File: src/rtl/param_counter.sv
// Up/down counter bounded by a runtime max_value, with wrap or saturate at the bounds.
// One-cycle latency from inputs to the count/tc registers; there is no handshake, so a step is taken on every enabled edge.
module param_counter #(
    parameter int WIDTH    = 8,
    parameter bit SATURATE = 1'b0
) (
    input  logic             clk,
    input  logic             reset,
    input  logic             en,
    input  logic             up,
    input  logic             load,
    input  logic [WIDTH-1:0] load_value,
    input  logic [WIDTH-1:0] max_value,
    output logic [WIDTH-1:0] count,
    output logic             tc
);

    logic [WIDTH-1:0] r_count;
    logic             r_tc;
    logic [WIDTH-1:0] w_load_clamped;
    logic [WIDTH-1:0] w_up_bound;
    logic [WIDTH-1:0] w_down_bound;

    assign w_load_clamped = (load_value > max_value) ? max_value : load_value;
    // A count left above a lowered max_value counts as a boundary on the next up-step.
    assign w_up_bound     = SATURATE ? max_value : '0;
    assign w_down_bound   = SATURATE ? '0 : max_value;

    always_ff @(posedge clk) begin
        if (reset) begin
            r_count <= '0;
            r_tc    <= 1'b0;
        end else if (load) begin
            r_count <= w_load_clamped;
            r_tc    <= 1'b0;
        end else if (en) begin
            if (up) begin
                if (r_count >= max_value) begin
                    r_count <= w_up_bound;
                    r_tc    <= 1'b1;
                end else begin
                    r_count <= r_count + 1'b1;
                    r_tc    <= 1'b0;
                end
            end else begin
                if (r_count == '0) begin
                    r_count <= w_down_bound;
                    r_tc    <= 1'b1;
                end else begin
                    r_count <= r_count - 1'b1;
                    r_tc    <= 1'b0;
                end
            end
        end else begin
            r_tc <= 1'b0;
        end
    end

    assign count = r_count;
    assign tc    = r_tc;

endmodule

File: config.mk
export PLATFORM = sky130hd
export DESIGN_NAME = param_counter
export DESIGN_NICKNAME = d
export VERILOG_FILES = /design/src/rtl/param_counter.sv
export SDC_FILE = /design/constraint.sdc
export NUM_CORES = 1
export LEC_CHECK = 0
export CAP_MARGIN = 20
export CORE_ASPECT_RATIO = 2
export CORE_MARGIN = 4
export CORE_UTILIZATION = 50
export DETAILED_ROUTE_END_ITERATION = 8
export PLACE_DENSITY = 0.8
export SLEW_MARGIN = 20
export SYNTH_ARGS = -nofsm -noshare
export SYNTH_HDL_FRONTEND = slang
export SYNTH_SLANG_ARGS = --single-unit
File: constraint.sdc
create_clock -name clk -period 2.8 [get_ports clk]
set_input_delay 0.28 -clock clk [delete_from_list [all_inputs] [get_ports clk]]
set_output_delay 0.28 -clock clk [all_outputs]
set_load 0.05 [all_outputs]
==> results.py <==
metrics = {
    "pwr": {
        "leakagePower_uw": 0.000747,
        "power.density_mw_per_mm2": 400,
        "power_uw": 688,
        "ir_drop_mv": 0.481,
    },
    "floorplan": {
        "coreArea_mm2": 0.00254,
        "die_y_um": 80.8,
        "die_area_mm2": 0.00359,
        "initial_utilization": 0.523,
        "ios": 30,
        "fp-row-count": 26,
        "die_w_um": 44.4,
    },
    "yosys": {
        "postSynth.asyncResetShare": 0,
        "seq_area_frac_synth": 0.136,
        "synth_area_mm2": 0.00133,
        "synth_cells": 157,
        "yosys.cell_types.count": 52,
        "synth-edff-count": 0,
        "ys_warn_count": 0,
        "synth.avg_cell_area_um2": 8.45,
        "syn_nets": 197,
        "yosys_most_used_dff": "dfxtp_1",
        "ys_seq_elements": 9,
    },
    "finish": {
        "final_cells": 218,
        "final_common_cell": "clkdlybuf4s50_1",
        "drive_gt1_frac": 0.132,
        "synthToLayoutAreaGrowth_pct": 29.7,
        "nets": 231,
        "final_cell_mix": "29 x clkdlybuf4s50_1, 19 x ha_1, 12 x inv_1",
        "n_antenna_cell": 0,
    },
    "detailed_routing": {
        "vias_per_cell": 6.20,
        "drc": 0,
        "num_vias": 1351,
        "wl_per_cell_um": 18.2,
        "antenna_left": 0,
        "drt-pass1-iter-count": 4,
        "wl_um": 3960,
        "drt_iter0_drc": 42,
    },
    "global_route": {
        "grt_max_degree": 13,
        "grt_antenna_before_repair": 0,
        "grt-ovfl-total": 0,
        "grt.total_usage": 0.247,
        "grt_pass1_wl_um": 6760,
        "first_global_vias": 1423,
    },
    "critical_path": {
        "max_stage_delay_ns": 0.53,
        "path_max_fanout": 12,
        "crit_type": "flip-flop to flip-flop",
        "regToRegStartpoint": "count[0]",
        "rrSetupSlack_ns": 0.33,
        "cp-startpoint": "count[0]",
        "slowest_stage": "dfxtp_1",
        "r2r_end": "count[7]",
        "cp-start-kind": "flip-flop",
        "critical_path.endpoint_type": "flip-flop",
        "cp.required_ns": 2.94,
        "cp_cell_sequence": "inv_1 -> ha_1 -> nor3b_1 -> o21ai_1 -> a2111oi_4 -> buf_4 -> and4b_1 -> a311oi_1 -> a221oi_1",
        "crit_arrival_ns": 2.61,
        "reg2reg_depth": 9,
    },
    "timing": {
        "tightest_slew_ns": 0.508,
        "fin_setup_tns_ns": 0,
        "fmax_mhz": 405,
        "hold_ws_ns": 0.606,
        "layout_min_cycle_time_ns": 2.47,
        "slew_viol_final": 0,
        "rsz0062_at_grt": "false",
        "finalHoldViolations": 0,
        "setup_violations": 0,
        "max-slew-margin-rel": 0.660,
        "period_share": 0.881,
        "finClkSkew_ns": 0.00147,
    },
    "placed_design": {
        "dp_hpwl_um": 3230,
        "port_buffers": 29,
        "place_inst": 214,
        "gp_congestion": 0.999,
    },
    "clock_tree": {
        "cts-hold-fix-buffers": 0,
        "clk_latency_ns": 0.24,
        "ctsResizeCount": 0,
        "cts_setup_buffers": 0,
        "htree_levels": 1,
        "numCtsBuffers": 3,
        "clockBufferDepth": 2,
        "cts.sinks": 9,
        "cts_tree": "yes",
        "cts_root_buffer": "clkbuf_8",
        "clk_pin_slew_ns": 0.05,
    },
    "flow_run": {
        "cap_violations": 0,
    },
    "status": {
        "status": "finished clean",
    },
    "hold_path": {
        "hold_depth": 2,
        "min_path_type": "flip-flop to flip-flop",
        "hold_end": "count[7]",
        "min_from": "count[7]",
    },
}
==> registers in the layout (all words and copies together), names as in the netlist <==
signal	cells
tc	1
count	8
==> worst max path at each step <==
stage	to	slack, ns	cells after the start
floorplan	count[6]	0.08	10
finish	count[7]	0.33	9
CTS	count[7]	0.36	9
detailed placement	count[7]	0.12	10
global placement	count[7]	0.19	10
global route	count[7]	0.11	9
==> worst max-delay path: cells and delay by family (launching register included) <==
kind	cells	cell delay, ns
AND/OR/NAND/NOR	2	0.40
flip-flops	1	0.53
AO/OA/AOI/OAI	4	0.80
buffers and inverters	2	0.35
adder cells (fa/ha/maj)	1	0.28
==> final cells by class <==
class	instances	area, um2
multi-input combinational	126	1040
fill	214	817
clock buffer	4	45.0
tap	28	35.0
sequential	9	180
inverter	13	62.6
timing repair buffer	38	358
==> power breakdown <==
group | total (uW) | switching (uW) | internal, uW
Combinational | 364 | 203 | 161
Sequential | 164 | 22.9 | 141
Clock | 160 | 59.7 | 100
==> logic make-up after synthesis <==
group / count (synthesis) / synth area share
AOI/OAI and AO/OA: 48 / 0.301
xor gates and xnor gates: 6 / 0.0396
adders and majority gates: 19 / 0.179
buffers and inverters: 22 / 0.0802
DFF: 9 / 0.136
muxes: 9 / 0.0689
and+or+nand+nor: 44 / 0.195
==> metal layers <==
metal | part of all wire | wire length (um) | global-route usage | vias up
li1 | - | - | - | 672
met1 | 0.38 | 1510 | 0.275 | 617
met2 | 0.55 | 2170 | 0.440 | 48
met3 | 0.034 | 134 | 0.0200 | 14
met4 | 0.035 | 138 | 0.136 | 0
met5 | 0 | 0 | 0 | -
==> Yosys cell counts, types with 3 or more instances <==
cell type  count  area, um2
nand3_1        3       15.0
nor2b_1        3       18.8
dfxtp_1        9        180
clkbuf_1       5       18.8
a21oi_1       10       50.1
a2111oi_2      3       45.0
nor2_1        10       37.5
o31ai_1        3       22.5
ha_1          19        238
nor3_1         3       15.0
mux2i_1        8       80.1
o21ai_1        6       30.0
inv_1         12       45.0
and3_1         3       18.8
nand2_1        7       26.3
xnor2_1        4       35.0
a221oi_1       6       52.6
==> through the flow <==
step	worst slack (ns)	util	cell area, um2
after floorplan	0.0779	-	1330
after global placement	0.192	0.660	1680
after detailed placement	0.123	0.660	1680
after CTS	0.362	0.678	1720
after global routing	0.111	0.678	1720
final	0.332	0.678	1720
Power figures use the tool's default switching activity.
